File: config.mk
export PLATFORM = sky130hd
export DESIGN_NAME = ps2_device_port
export DESIGN_NICKNAME = d
export VERILOG_FILES = /design/src/rtl/ps2_device_port.sv
export SDC_FILE = /design/constraint.sdc
export NUM_CORES = 1
export LEC_CHECK = 0
export BUFFER_PORTS_ARGS = -buffer_cell sky130_fd_sc_hd__clkbuf_2
export CELL_PAD_IN_SITES_DETAIL_PLACEMENT = 1
export CELL_PAD_IN_SITES_GLOBAL_PLACEMENT = 1
export CORE_MARGIN = 5
export CORE_UTILIZATION = 40
export DETAILED_ROUTE_END_ITERATION = 12
export PLACE_DENSITY_LB_ADDON = 0.1
export SYNTH_ARGS = -nofsm -noshare
export SYNTH_HDL_FRONTEND = slang
export SYNTH_SLANG_ARGS = --single-unit
export TNS_END_PERCENT = 10
File: constraint.sdc
create_clock -name i_clk -period 3.76 [get_ports i_clk]
set_input_delay 0.188 -clock i_clk [delete_from_list [all_inputs] [get_ports i_clk]]
set_output_delay 0.188 -clock i_clk [all_outputs]
set_load 0.01 [all_outputs]
File: src/rtl/ps2_device_port.sv
// rtl/ps2_device_port.sv - device-side PS/2 port: clock generation, device->host TX, host->device RX with ack
// Optional resend-on-0xFE and retry-after-inhibit: define PS2_DEV_RESEND_EN.
module ps2_device_port #(
  parameter int HALF_CYC = 2000,
  parameter int IDLE_CYC = 5000
) (
  input  logic       i_clk,
  input  logic       i_rst,
  input  logic       i_ps2_clk,
  input  logic       i_ps2_data,
  output logic       o_ps2_clk_e,
  output logic       o_ps2_data_e,
  input  logic       i_tx_val,
  input  logic [7:0] i_tx_data,
  output logic       o_tx_ready,
  output logic       o_tx_done,
  output logic       o_tx_abort,
  output logic       o_rx_val,
  output logic [7:0] o_rx_data,
  output logic       o_rx_err
);

  localparam int PW = $clog2(2 * HALF_CYC) + 1;
  localparam int IW = $clog2(IDLE_CYC + 1) + 1;
  localparam logic [PW-1:0] P_Q  = PW'(HALF_CYC / 2 - 1);
  localparam logic [PW-1:0] P_H  = PW'(HALF_CYC - 1);
  localparam logic [PW-1:0] P_S  = PW'(HALF_CYC + HALF_CYC / 2);
  localparam logic [PW-1:0] P_3Q = PW'(HALF_CYC + HALF_CYC / 2 - 1);
  localparam logic [PW-1:0] P_2H = PW'(2 * HALF_CYC - 1);
  localparam logic [IW-1:0] I_MAX = IW'(IDLE_CYC);

  typedef enum logic [2:0] {
    S_IDLE, S_TX_BIT, S_RX_START, S_RX_BIT, S_RX_ACK, S_WAIT_IDLE
  } state_t;

  state_t          r_state, w_state_n;
  logic            r_clk_s1, r_sclk, r_dat_s1, r_sdat;
  logic [IW-1:0]   r_idle_cnt;
  logic [PW-1:0]   r_phase, w_phase_n;
  logic [3:0]      r_bit, w_bit_n;
  logic            r_pending, w_pending_n;
  logic [7:0]      r_tx_byte, w_tx_byte_n;
  logic [9:0]      r_tx_frame, w_tx_frame_n;
  logic [9:0]      r_rx_shift, w_rx_shift_n;
  logic            r_clk_e, w_clk_e_n;
  logic            r_data_e, w_data_e_n;
  logic            r_tx_done, w_tx_done_n;
  logic            r_tx_abort, w_tx_abort_n;
  logic            r_rx_val, w_rx_val_n;
  logic [7:0]      r_rx_data, w_rx_data_n;
  logic            r_rx_err, w_rx_err_n;
  logic            w_par_ok;
  logic            w_resend_req;
`ifdef PS2_DEV_RESEND_EN
  logic [7:0]      r_last_byte, w_last_byte_n;
  logic            r_last_val, w_last_val_n;
`endif

  assign w_par_ok = ^r_rx_shift[8:0];
`ifdef PS2_DEV_RESEND_EN
  assign w_resend_req = (r_rx_shift[7:0] == 8'hFE) && w_par_ok;
`else
  assign w_resend_req = 1'b0;
`endif

  always_ff @(posedge i_clk) begin
    if (i_rst) begin
      r_clk_s1   <= 1'b1;
      r_sclk     <= 1'b1;
      r_dat_s1   <= 1'b1;
      r_sdat     <= 1'b1;
      r_idle_cnt <= '0;
    end else begin
      r_clk_s1 <= i_ps2_clk;
      r_sclk   <= r_clk_s1;
      r_dat_s1 <= i_ps2_data;
      r_sdat   <= r_dat_s1;
      if (!r_sclk || !r_sdat)     r_idle_cnt <= '0;
      else if (r_idle_cnt != I_MAX) r_idle_cnt <= r_idle_cnt + 1'b1;
    end
  end

  always_ff @(posedge i_clk) begin
    if (i_rst) begin
      r_state    <= S_IDLE;
      r_phase    <= '0;
      r_bit      <= '0;
      r_pending  <= 1'b0;
      r_tx_byte  <= '0;
      r_tx_frame <= '0;
      r_rx_shift <= '0;
      r_clk_e    <= 1'b0;
      r_data_e   <= 1'b0;
      r_tx_done  <= 1'b0;
      r_tx_abort <= 1'b0;
      r_rx_val   <= 1'b0;
      r_rx_data  <= '0;
      r_rx_err   <= 1'b0;
`ifdef PS2_DEV_RESEND_EN
      r_last_byte <= '0;
      r_last_val  <= 1'b0;
`endif
    end else begin
      r_state    <= w_state_n;
      r_phase    <= w_phase_n;
      r_bit      <= w_bit_n;
      r_pending  <= w_pending_n;
      r_tx_byte  <= w_tx_byte_n;
      r_tx_frame <= w_tx_frame_n;
      r_rx_shift <= w_rx_shift_n;
      r_clk_e    <= w_clk_e_n;
      r_data_e   <= w_data_e_n;
      r_tx_done  <= w_tx_done_n;
      r_tx_abort <= w_tx_abort_n;
      r_rx_val   <= w_rx_val_n;
      r_rx_data  <= w_rx_data_n;
      r_rx_err   <= w_rx_err_n;
`ifdef PS2_DEV_RESEND_EN
      r_last_byte <= w_last_byte_n;
      r_last_val  <= w_last_val_n;
`endif
    end
  end

  always_comb begin
    w_state_n    = r_state;
    w_phase_n    = (r_phase == '1) ? r_phase : r_phase + 1'b1;
    w_bit_n      = r_bit;
    w_pending_n  = r_pending;
    w_tx_byte_n  = r_tx_byte;
    w_tx_frame_n = r_tx_frame;
    w_rx_shift_n = r_rx_shift;
    w_clk_e_n    = r_clk_e;
    w_data_e_n   = r_data_e;
    w_tx_done_n  = 1'b0;
    w_tx_abort_n = 1'b0;
    w_rx_val_n   = 1'b0;
    w_rx_data_n  = r_rx_data;
    w_rx_err_n   = 1'b0;
`ifdef PS2_DEV_RESEND_EN
    w_last_byte_n = r_last_byte;
    w_last_val_n  = r_last_val;
`endif
    case (r_state)
      S_IDLE: begin
        w_phase_n  = '0;
        w_clk_e_n  = 1'b0;
        w_data_e_n = 1'b0;
        if (r_sclk && !r_sdat) begin
          w_state_n = S_RX_START;
        end else if (r_pending && r_idle_cnt >= I_MAX) begin
          w_state_n    = S_TX_BIT;
          w_bit_n      = '0;
          w_tx_frame_n = {1'b1, ~^r_tx_byte, r_tx_byte};
          w_data_e_n   = 1'b1;
`ifdef PS2_DEV_RESEND_EN
          w_last_byte_n = r_tx_byte;
          w_last_val_n  = 1'b1;
`endif
        end
      end
      S_TX_BIT: begin
        if (r_phase == P_Q) begin
          // host holding clock low while we release it means inhibit
          if (!r_sclk) begin
            w_state_n  = S_WAIT_IDLE;
            w_phase_n  = '0;
            w_clk_e_n  = 1'b0;
            w_data_e_n = 1'b0;
`ifndef PS2_DEV_RESEND_EN
            w_pending_n  = 1'b0;
            w_tx_abort_n = 1'b1;
`endif
          end else begin
            w_clk_e_n = 1'b1;
          end
        end else if (r_phase == P_3Q) begin
          w_clk_e_n = 1'b0;
        end else if (r_phase == P_2H) begin
          w_phase_n = '0;
          if (r_bit == 4'd10) begin
            w_state_n   = S_WAIT_IDLE;
            w_data_e_n  = 1'b0;
            w_pending_n = 1'b0;
            w_tx_done_n = 1'b1;
          end else begin
            w_data_e_n   = ~r_tx_frame[0];
            w_tx_frame_n = {1'b1, r_tx_frame[9:1]};
            w_bit_n      = r_bit + 1'b1;
          end
        end
      end
      S_RX_START: begin
        if (r_phase == P_H) begin
          w_state_n = S_RX_BIT;
          w_phase_n = '0;
          w_bit_n   = '0;
          w_clk_e_n = 1'b1;
        end
      end
      S_RX_BIT: begin
        if (r_phase == P_H) begin
          w_clk_e_n = 1'b0;
        end else if (r_phase == P_S) begin
          w_rx_shift_n = {r_sdat, r_rx_shift[9:1]};
        end else if (r_phase == P_2H) begin
          w_phase_n = '0;
          if (!r_sclk) begin
            w_state_n = S_WAIT_IDLE;
          end else if (r_bit == 4'd9) begin
            if (r_rx_shift[9]) begin
              w_state_n  = S_RX_ACK;
              w_data_e_n = 1'b1;
              w_clk_e_n  = 1'b1;
            end else begin
              w_state_n  = S_WAIT_IDLE;
              w_rx_err_n = 1'b1;
            end
          end else begin
            w_bit_n   = r_bit + 1'b1;
            w_clk_e_n = 1'b1;
          end
        end
      end
      S_RX_ACK: begin
        if (r_phase == P_H) begin
          w_clk_e_n = 1'b0;
        end else if (r_phase == P_2H) begin
          w_state_n  = S_WAIT_IDLE;
          w_phase_n  = '0;
          w_data_e_n = 1'b0;
          if (w_resend_req) begin
`ifdef PS2_DEV_RESEND_EN
            if (!r_pending && r_last_val) begin
              w_pending_n = 1'b1;
              w_tx_byte_n = r_last_byte;
            end
`endif
          end else begin
            w_rx_val_n  = 1'b1;
            w_rx_data_n = r_rx_shift[7:0];
            w_rx_err_n  = !w_par_ok;
          end
        end
      end
      S_WAIT_IDLE: begin
        w_clk_e_n  = 1'b0;
        w_data_e_n = 1'b0;
        if (r_sclk && r_sdat) begin
          if (r_phase >= P_H) begin
            w_state_n = S_IDLE;
            w_phase_n = '0;
          end
        end else begin
          w_phase_n = '0;
        end
      end
      default: w_state_n = S_IDLE;
    endcase
    if (i_tx_val && !r_pending) begin
      w_pending_n = 1'b1;
      w_tx_byte_n = i_tx_data;
    end
  end

  assign o_ps2_clk_e  = r_clk_e;
  assign o_ps2_data_e = r_data_e;
  assign o_tx_ready   = ~r_pending;
  assign o_tx_done    = r_tx_done;
  assign o_tx_abort   = r_tx_abort;
  assign o_rx_val     = r_rx_val;
  assign o_rx_data    = r_rx_data;
  assign o_rx_err     = r_rx_err;

endmodule

==> results.yml, run 1 <==
sta:
  fmax_ghz: 0.362
  rsz0062_at_grt: "no"
  fin_crit_sh: 0.734
  slew_headroom: 0.561
  max_slew.worst_pin.slew_ns: 0.657
  finalHoldViolations: 0
  drv_slew: 0
  fin_crit_ns: 2.76
  fin_ws_ns: 1.00
  clock_skew_ns: 0.00797
  setup_tns_ns: 0
  finalSetupViolCount: 0
critical_path:
  r2r_slack_ns: 1.00
  critical_path_arrival_ns: 3.04
  critPathSlowestCell: "dfxtp_1"
  critPathMaxStageDelay_ns: 0.64
  critPathKind: "flop to flop"
  ff2ff_path_depth: 6
  critPathCaptureType: "flop"
  path_delay_family: "simple AND/OR/NAND/NOR gates"
  crit_fanout: 19
  path_cells: "and2b_1 -> nand2b_1 -> o211ai_1 -> nor3_4 -> nor2_1 -> a311oi_1"
  crit_buf_inv: 0
  r2r_end: "r_tx_frame[1]$_SDFFE_PP0P_"
  worstSetupStartpointType: "flop"
  crit_start: "r_state[2]$_SDFFE_PP0P_"
  r2r-start: "r_state[2]$_SDFFE_PP0P_"
  required_ns: 4.04
layout:
  regArea_um2: 1620
  final_layout_size_suffix_gt1_frac: 0.144
  instances_no_fill: 640
  n_antenna_cell: 0
  fill_cells: 1157
  syn2layout_area_growth_pct: 12.0
  multi_input_area_um2: 2290
  layout.nets: 522
  fin_util: 0.464
power_and_ir_drop:
  p_leak_nw: 1.68
  power.density_nw_per_um2: 397
  max-vdd-ir-drop_mv: 0.315
  finalPower_mw: 1.82
cts:
  path_clk_slew_ns: 0.08
  cts_root_buf: "clkbuf_8"
  post_cts_buffers: 0
  post_cts_resized: 0
  cts_tree: "yes"
  cts_sinks: 81
  insertion_delay_ns: 0.38
  cts_buffers: 9
  cts_max_level: 3
  clk_path_buf_depth: 2
min_path:
  hp-class: "input pin to flop"
  hold_path_end: "r_tx_byte[5]$_SDFFE_PP0P_"
  holdPathStages: 3
  min-delay-start: "i_tx_data[5]"
drt:
  dr.pass1.iters: 4
  wl_per_cell_um: 15.9
  vias: 3443
  met3_length_um: 450
  drc: 0
  via_per_inst: 5.38
  wl_met1_um: 4880
  postRouteAntennaNets: 0
  topRoutingLayerUsed: "met4"
  drt_iter0_markers: 168
  wirelength_um: 10200
  dr_wl_met2_um: 4700
yosys:
  netlist_area_um2: 4090
  synth_nets: 498
  syn_avg_cell_area_um2: 8.55
  synthDistinctLibCells: 71
  synth_top_area_cell: "dfxtp_1"
  synth-edff-count: 0
  ys_seq_area_frac: 0.397
  yosys.area.top_type_share: 0.397
  ys_warn_count: 0
  synth.area.top_cells: "dfxtp_1 40%, nor2_1 6.7%, nand2_1 4.7%"
  async_flop_share: 0
  synth_ff_type: "dfxtp_1"
  ys_ff_latch: 81
  postSynthCellCount: 478
grt:
  grt_pass1_wl_um: 17300
  grt_start_max_net_pins: 50
  track_usage: 0.172
  gr-total-overflow: 0
  first_global_vias: 3424
  grt_antenna_before_repair: 0
floorplanning:
  core-area_um2: 9860
  io_pins: 28
  die_w_um: 111
  die_y_um: 111
  rows: 36
  start_util: 0.414
  die-area_um2: 12300
placed_design:
  gp_congestion: 0.831
  hpwl_um: 7220
  place_inst: 617
  dp_slack_ns: 0.986
  io_buffers: 27
outcome:
  status: "finished, final reports clean"
run:
  cap_viol_max_count: 0
==> stage by stage <==
step	instance area [um2]	hold slack (ns)
finish	4580	0.0285
global route	4580	0.00576
CTS	4570	0.000898
detailed placement	4300	0.385
global placement	4300	0.372
floorplan	4090	0.292
==> area by class of cell <==
cell class / count / area share
timing repair buffer: 39 / 0.0530
tap: 133 / 0.0364
clock buffer: 10 / 0.0301
inverter: 14 / 0.0115
multi-input combinational: 357 / 0.500
sequential: 81 / 0.354
clock inverter: 6 / 0.0142
==> synthesized netlist by cell type, types with 5 or more instances <==
master / number
nor2_1: 73
mux2i_1: 19
nand3_1: 20
nor3_1: 8
dfxtp_1: 81
a31oi_1: 6
nand4_1: 10
xnor2_1: 20
or2_2: 5
inv_1: 13
or3_1: 6
ha_1: 7
xor2_1: 17
clkbuf_1: 16
nand2_1: 51
buf_2: 6
o21ai_0: 9
nand2b_1: 5
a21oi_1: 18
and3_1: 8
a311oi_1: 12
==> layer usage <==
| layer | vias to the layer above | global-route usage |
|---|---|---|
| met4 | 0 | 0.0495 |
| met1 | 1654 | 0.223 |
| li1 | 1717 | - |
| met5 | - | 0 |
| met3 | 14 | 0.0562 |
| met2 | 58 | 0.274 |
==> what timing repair did <==
| item | in CTS | in global routing |
|---|---|---|
| endpoints found under the setup margin | 0 | 0 |
| hold buffers | 6 | 1 |
| endpoints found under the hold margin | 6 | 1 |
==> report_power, final <==
part	leakage, nW	total, mW	switching (mW)	internal (mW)
Clock	0.103	0.663	0.338	0.326
Combinational	0.926	0.232	0.138	0.0945
Sequential	0.656	0.920	0.0328	0.888
Total	1.68	1.82	0.508	1.31
==> worst max-delay path by stage <==
stage                            endpoint  depth (start not counted)  slack (ns)
6_report       r_tx_frame[1]$_SDFFE_PP0P_                          6        1.00
3_5_place_dp   r_tx_frame[1]$_SDFFE_PP0P_                          6        0.99
2_1_floorplan   o_rx_data[0]$_SDFFE_PP0P_                          9        1.72
4_1_cts        r_tx_frame[1]$_SDFFE_PP0P_                          6        0.98
5_1_grt        r_tx_frame[1]$_SDFFE_PP0P_                          6        0.68
3_3_place_gp   r_tx_frame[5]$_SDFFE_PP0P_                          6        1.17
==> worst register-to-register path: stages (launching register included) <==
cell,delay (ns)
dfxtp_1,0.64
and2b_1,0.34
nand2b_1,0.42
o211ai_1,0.28
nor3_4,0.61
nor2_1,0.10
a311oi_1,0.28
==> cells by family after synthesis <==
family,Yosys count,share of synthesized area
XOR/XNOR,37,0.0793
multiplexers,20,0.0493
AO/OA/AOI/OAI,76,0.135
buffers and inverters,40,0.0426
flip-flops,81,0.397
adder cells (fa/ha/maj),7,0.0214
AND/OR/NAND/NOR,217,0.276
==> cells in the final DEF (no fill, tap or decap), types with 3 or more instances in the layout <==
master / count
a21oi_1: 18
a311oi_1: 12
a31oi_1: 6
and3_1: 8
buf_4: 5
clkbuf_2: 27
clkbuf_8: 10
dfxtp_1: 81
dlygate4sd3_1: 7
ha_1: 7
inv_1: 13
mux2i_1: 19
nand2_1: 51
nand2b_1: 5
nand3_1: 20
nand3b_1: 4
nand4_1: 10
nor2_1: 73
nor3_1: 8
nor4_1: 3
o21ai_0: 9
or2_2: 5
or3_1: 6
xnor2_1: 20
xor2_1: 17
==> sequential cells by signal (all words and copies together), names as in the netlist, 3 cells and up <==
register    flops
r_idle_cnt     14
r_phase        13
r_rx_shift     10
r_tx_frame     10
o_rx_data       8
r_bit           4
r_state         3
r_tx_byte       8
Note: power is estimated with default switching activity, not from simulation.
==> run 2, diff against run 1 <==
--- a/config.mk
+++ b/config.mk
@@ -5,6 +5,7 @@
 export SDC_FILE = /design/constraint.sdc
 export NUM_CORES = 1
 export LEC_CHECK = 0
+export ABC_AREA = 1
 export BUFFER_PORTS_ARGS = -buffer_cell sky130_fd_sc_hd__clkbuf_2
 export CELL_PAD_IN_SITES_DETAIL_PLACEMENT = 1
 export CELL_PAD_IN_SITES_GLOBAL_PLACEMENT = 1
==> constraint.sdc (replaced) <==
create_clock -name i_clk -period 2.4 [get_ports i_clk]
set_input_delay 0.12 -clock i_clk [delete_from_list [all_inputs] [get_ports i_clk]]
set_output_delay 0.12 -clock i_clk [all_outputs]
set_load 0.01 [all_outputs]
==> results.yml, run 2 <==
layout:
  layout_commonest_cell: "nand2_1"
  design_area_um2: 4850
  layout.nets: 680
  final_layout_size_suffix_gt1_frac: 0.144
  largest_reg_flops: 14
  top_register: "r_idle_cnt"
  reg_top3: "r_idle_cnt: 14 flops, r_phase: 13 flops"
  fin_util: 0.454
  n_antenna_cell: 0
  syn2layout_area_growth_pct: 12.6
  layout_common_cells: "122 x nand2_1, 91 x nor2_1, 81 x dfxtp_1"
critical_path:
  critical_path_arrival_ns: 2.34
  cp_common_cell: "nand2_1"
  path_delay_family: "simple AND/OR/NAND/NOR gates"
  r2r_end: "r_tx_frame[5]$_SDFFE_PP0P_"
  path_cells: "ha_1 -> nand2_1 -> nor2_1 -> nand3_1 -> nor2_2 -> nand2_1 -> nand2_1 -> nor2_4 -> o21ai_0 -> nor2_1"
  r2r-start: "r_phase[1]$_SDFF_PP0_"
  crit_end: "r_tx_frame[5]$_SDFFE_PP0P_"
  crit_fanout: 9
  critPathKind: "flop to flop"
  worstSetupStartpointType: "flop"
  crit_buf_inv: 0
  required_ns: 2.66
  critPathMaxStageDelay_ns: 0.39
  cp.depth: 10
  critPathSlowestCell: "dfxtp_1"
  critPathCaptureType: "flop"
  ff2ff_path_depth: 10
  crit_start: "r_phase[1]$_SDFF_PP0_"
  r2r_slack_ns: 0.32
cts:
  post_cts_buffers: 0
  cts_root_buf: "clkbuf_8"
  cts_buffers: 9
  path_clk_slew_ns: 0.09
  cts_sinks: 81
  insertion_delay_ns: 0.37
  cts_max_level: 3
  cts_tree: "yes"
  clk_path_buf_depth: 2
grt:
  first_global_vias: 4327
  track_usage: 0.193
  grt_pass1_wl_um: 20400
  grt_start_max_net_pins: 21
  gr-total-overflow: 0
  grt_antenna_before_repair: 0
drt:
  vias: 4107
  postRouteAntennaNets: 0
  via_per_inst: 5.10
  wl_per_cell_um: 14.7
  drt_iter0_markers: 152
  wirelength_um: 11800
  drc: 0
  dr.pass1.iters: 4
yosys:
  ys_seq_area_frac: 0.376
  ys_ff_latch: 81
  synth_top_area_cell: "dfxtp_1"
  yosys.area.top_type_share: 0.376
  synthDistinctLibCells: 40
  synth_ff_type: "dfxtp_1"
  postSynthCellCount: 627
  netlist_area_um2: 4310
  synth_nets: 647
  synth-edff-count: 0
  syn_avg_cell_area_um2: 6.88
  yosysMostFrequentCell: "nand2_1"
  synth.area.top_cells: "dfxtp_1 38%, nand2_1 11%, nor2_1 7.9%"
  ys_warn_count: 0
  async_flop_share: 0
  synth_commonest_cells: "122 x nand2_1, 91 x nor2_1, 81 x dfxtp_1, 65 x inv_1, 50 x o21ai_0"
min_path:
  hp-class: "input pin to flop"
power_and_ir_drop:
  p_seq_frac: 0.398
  max-vdd-ir-drop_mv: 0.305
  p_leak_nw: 2.03
  power.density_nw_per_um2: 828
  clock_power_share: 0.283
  p_int_mw: 2.50
  swShare: 0.377
  p_sw_mw: 1.51
  p_comb_frac: 0.319
sta:
  clock_skew_ns: 0.00992
  fin_crit_ns: 2.08
  finalSetupViolCount: 0
  setup_tns_ns: 0
  max_slew.worst_pin.slew_ns: 0.607
  fin_crit_sh: 0.868
  slew_headroom: 0.595
  finalHoldWorstSlack_ns: 0.0165
  finalHoldViolations: 0
  fmax_ghz: 0.480
  rsz0062_at_grt: "no"
  drv_slew: 0
  fin_ws_ns: 0.317
floorplanning:
  die_w_um: 114
  die_y_um: 114
  core-area_um2: 10700
  io_pins: 28
  start_util: 0.403
  die-area_um2: 13000
  rows: 38
placed_design:
  place_area_um2: 4580
  gp_congestion: 0.951
  dp_slack_ns: 0.270
  io_buffers: 27
  hpwl_um: 8680
outcome:
  status: "finished, final reports clean"
run:
  cap_viol_max_count: 0
run 2: cells by family after synthesis:
kind of cell | share of synthesized area
buf+inv | 0.0795
simple gates | 0.349
xor+xnor | 0.0447
compound gates | 0.129
mux | 0.00232
fa+ha+maj | 0.0203
flops | 0.376
run 2: power groups by stage:
stage / clock, mW / sequential, mW / combinational (mW)
2_1_floorplan: 0 / 1.60 / 0.989
3_3_place_gp: 0 / 1.62 / 1.21
6_report: 1.14 / 1.60 / 1.28
5_1_grt: 1.21 / 1.62 / 1.46
3_5_place_dp: 0 / 1.62 / 1.25
4_1_cts: 1.17 / 1.60 / 1.29
run 2: how the worst min path moves through the flow:
stage                             from  depth (start not counted)  slack (ns)                         to
after detailed placement    i_ps2_data                          2        0.31        r_dat_s1$_SDFF_PP1_
after global routing      i_tx_data[4]                          3        0.04  r_tx_byte[4]$_SDFFE_PP0P_
after CTS                 i_tx_data[4]                          3       0.006  r_tx_byte[4]$_SDFFE_PP0P_
after global placement      i_ps2_data                          2        0.30        r_dat_s1$_SDFF_PP1_
final                     i_tx_data[4]                          3        0.02  r_tx_byte[4]$_SDFFE_PP0P_
after floorplan              i_ps2_clk                          1        0.22        r_clk_s1$_SDFF_PP1_
run 2: per-stage QoR:
| step | power [mW] | instances |
|---|---|---|
| floorplan | 2.59 | 627 |
| global placement | 2.83 | 784 |
| detailed placement | 2.87 | 784 |
| CTS | 4.05 | 805 |
| global route | 4.29 | 805 |
| finish | 4.02 | 805 |
run 2: tightest hold or removal path, delay by kind of cell:
kind,cells,cell delay [ns]
simple gates,1,0.08
compound gates,1,0.07
buf+inv,1,0.08
run 2: routing by layer:
metal	routed length (um)	GRT usage
met1	5550	0.243
met2	5760	0.339
met3	345	0.0244
met4	188	0.0713
met5	0	0
run 2: cell type report:
cell class / instances / area, um2
clock buffer: 12 / 145
clock inverter: 4 / 76.3
fill: 1419 / 5840
inverter: 71 / 268
multi-input combinational: 461 / 2350
sequential: 81 / 1620
tap: 140 / 175
timing repair buffer: 36 / 215
run 2: what timing repair did:
| item | CTS | global route |
|---|---|---|
| setup endpoints to repair | 0 | 1 |
| hold buffers | 5 | 0 |
| hold endpoints to repair | 5 | 0 |
| resized for setup | 0 | 1 |
==> run 3, diff against run 2 <==
--- a/config.mk
+++ b/config.mk
@@ -6,9 +6,11 @@
 export NUM_CORES = 1
 export LEC_CHECK = 0
 export ABC_AREA = 1
+export ABC_CLOCK_PERIOD_IN_PS = 2400
 export BUFFER_PORTS_ARGS = -buffer_cell sky130_fd_sc_hd__clkbuf_2
 export CELL_PAD_IN_SITES_DETAIL_PLACEMENT = 1
 export CELL_PAD_IN_SITES_GLOBAL_PLACEMENT = 1
+export CORE_ASPECT_RATIO = 0.7
 export CORE_MARGIN = 5
 export CORE_UTILIZATION = 40
 export DETAILED_ROUTE_END_ITERATION = 12
==> results.yml, run 3 (synthesized netlist as in run 2, its figures left out) <==
outcome:
  status: "finished, final reports clean"
floorplanning:
  start_util: 0.413
  die_y_um: 96.9
  rows: 31
  die-area_um2: 13000
  die_w_um: 134
  io_pins: 28
  core-area_um2: 10400
grt:
  gr-total-overflow: 0
  grt_pass1_wl_um: 20900
  grt_start_max_net_pins: 38
  track_usage: 0.196
  grt_antenna_before_repair: 0
  first_global_vias: 4169
critical_path:
  worstSetupStartpointType: "flop"
  critPathKind: "flop to flop"
  critPathCaptureType: "flop"
  required_ns: 2.62
  critical_path_arrival_ns: 2.35
  crit_fanout: 12
sta:
  clock_skew_ns: 0.00958
  finalHoldViolations: 0
  rsz0062_at_grt: "no"
  slew_headroom: 0.739
  fin_crit_ns: 2.13
  max_slew.worst_pin.slew_ns: 0.390
  setup_tns_ns: 0
  fmax_ghz: 0.469
  fin_crit_sh: 0.888
  drv_slew: 0
  fin_ws_ns: 0.269
  finalSetupViolCount: 0
  finalHoldWorstSlack_ns: 0.0288
layout:
  syn2layout_area_growth_pct: 13.0
  final_layout_size_suffix_gt1_frac: 0.145
  largest_reg_flops: 14
  layout_commonest_cell: "nand2_1"
  n_antenna_cell: 0
  layout.nets: 676
  reg_top3: "r_idle_cnt: 14 flops, r_phase: 13 flops"
  layout_common_cells: "122 x nand2_1, 91 x nor2_1, 81 x dfxtp_1"
  top_register: "r_idle_cnt"
  fill_cells: 1367
drt:
  drt_iter0_markers: 172
  vias: 4113
  postRouteAntennaNets: 0
  dr.pass1.iters: 4
  wirelength_um: 12200
  drc: 0
  via_per_inst: 5.19
  wl_per_cell_um: 15.4
power_and_ir_drop:
  clock_power_share: 0.326
  max-vdd-ir-drop_mv: 0.388
  power.density_nw_per_um2: 878
  finalPower_mw: 4.27
  p_seq_frac: 0.374
  p_int_mw: 2.68
  swShare: 0.372
  p_sw_mw: 1.59
  p_leak_nw: 2.05
  p_comb_frac: 0.300
cts:
  post_cts_resized: 0
  clk_path_buf_depth: 2
  path_clk_slew_ns: 0.06
  post_cts_buffers: 0
  cts_root_buf: "clkbuf_16"
  cts_sinks: 81
  insertion_delay_ns: 0.35
  cts_tree: "yes"
  cts_buffers: 9
  cts_max_level: 3
placed_design:
  hpwl_um: 9360
  gp_congestion: 0.979
  io_buffers: 27
  dp_slack_ns: 0.280
run:
  cap_viol_max_count: 0
min_path:
  hp-class: "input pin to flop"
## run 3: changes by cell type in the layout (fill, tap and decap cells not counted), sizes merged
cell	change
clkinv	+2
bufinv	-1
clkinvlp	-1
clkbuf	-3
buf	-1
dlygate4sd3	-3
inv	+2
## run 3: final timing paths
kind                    startpoint                   endpoint  slack, ns  cells after the start
max          r_phase[1]$_SDFF_PP0_     r_phase[10]$_SDFF_PP0_       0.27                     12
min                   i_tx_data[2]  r_tx_byte[2]$_SDFFE_PP0P_       0.03                      3
max reg2reg  r_phase[1]$_SDFF_PP0_     r_phase[10]$_SDFF_PP0_       0.27                     12
min reg2reg    r_clk_s1$_SDFF_PP1_          r_sclk$_SDFF_PP1_       0.42                      1
## run 3: timing repair
item	CTS	global route
hold buffers	2	0
setup endpoints to repair	0	0
endpoints found under the hold margin	2	0
## run 3: worst max-delay path: stages, from the launching register on
cell     delay, ns
dfxtp_1       0.38
ha_1          0.30
nand2_1       0.08
nor2_1        0.13
nand3_1       0.11
nor2_2        0.24
nor2_4        0.07
nand2_2       0.07
o21ai_1       0.06
nor2_1        0.11
nand2_1       0.08
nand2_2       0.28
nor2_1        0.09
## run 3: layout make-up
| cell class | instances | area, um2 | area share |
|---|---|---|---|
| Multi-Input combinational cell | 461 | 2350 | 0.482 |
| Tap cell | 132 | 165 | 0.0339 |
| Inverter | 71 | 268 | 0.0550 |
| Clock inverter | 6 | 66.3 | 0.0136 |
| Sequential cell | 81 | 1620 | 0.333 |
| Clock buffer | 9 | 225 | 0.0462 |
| Timing Repair Buffer | 32 | 178 | 0.0365 |
## run 3: stage by stage
stage,util,cell area [um2],instances
after floorplan,-,4310,627
after global placement,0.437,4560,775
after detailed placement,0.437,4560,775
after CTS,0.467,4870,792
after global routing,0.467,4870,792
final,0.467,4870,792
## run 3: routing by layer
layer	routed length (um)	share of wire	GRT usage
met1	6260	0.51	0.287
met2	5120	0.42	0.287
met3	660	0.054	0.0555
met4	116	0.0095	0.0407
met5	0	0	0
## run 3: power by group through the flow
| stage | combinational (mW) | clock, mW | sequential, mW |
|---|---|---|---|
| after floorplan | 0.989 | 0 | 1.60 |
| after global placement | 1.24 | 0 | 1.62 |
| after detailed placement | 1.27 | 0 | 1.63 |
| after CTS | 1.28 | 1.43 | 1.60 |
| after global routing | 1.46 | 1.49 | 1.62 |
| final | 1.28 | 1.39 | 1.60 |
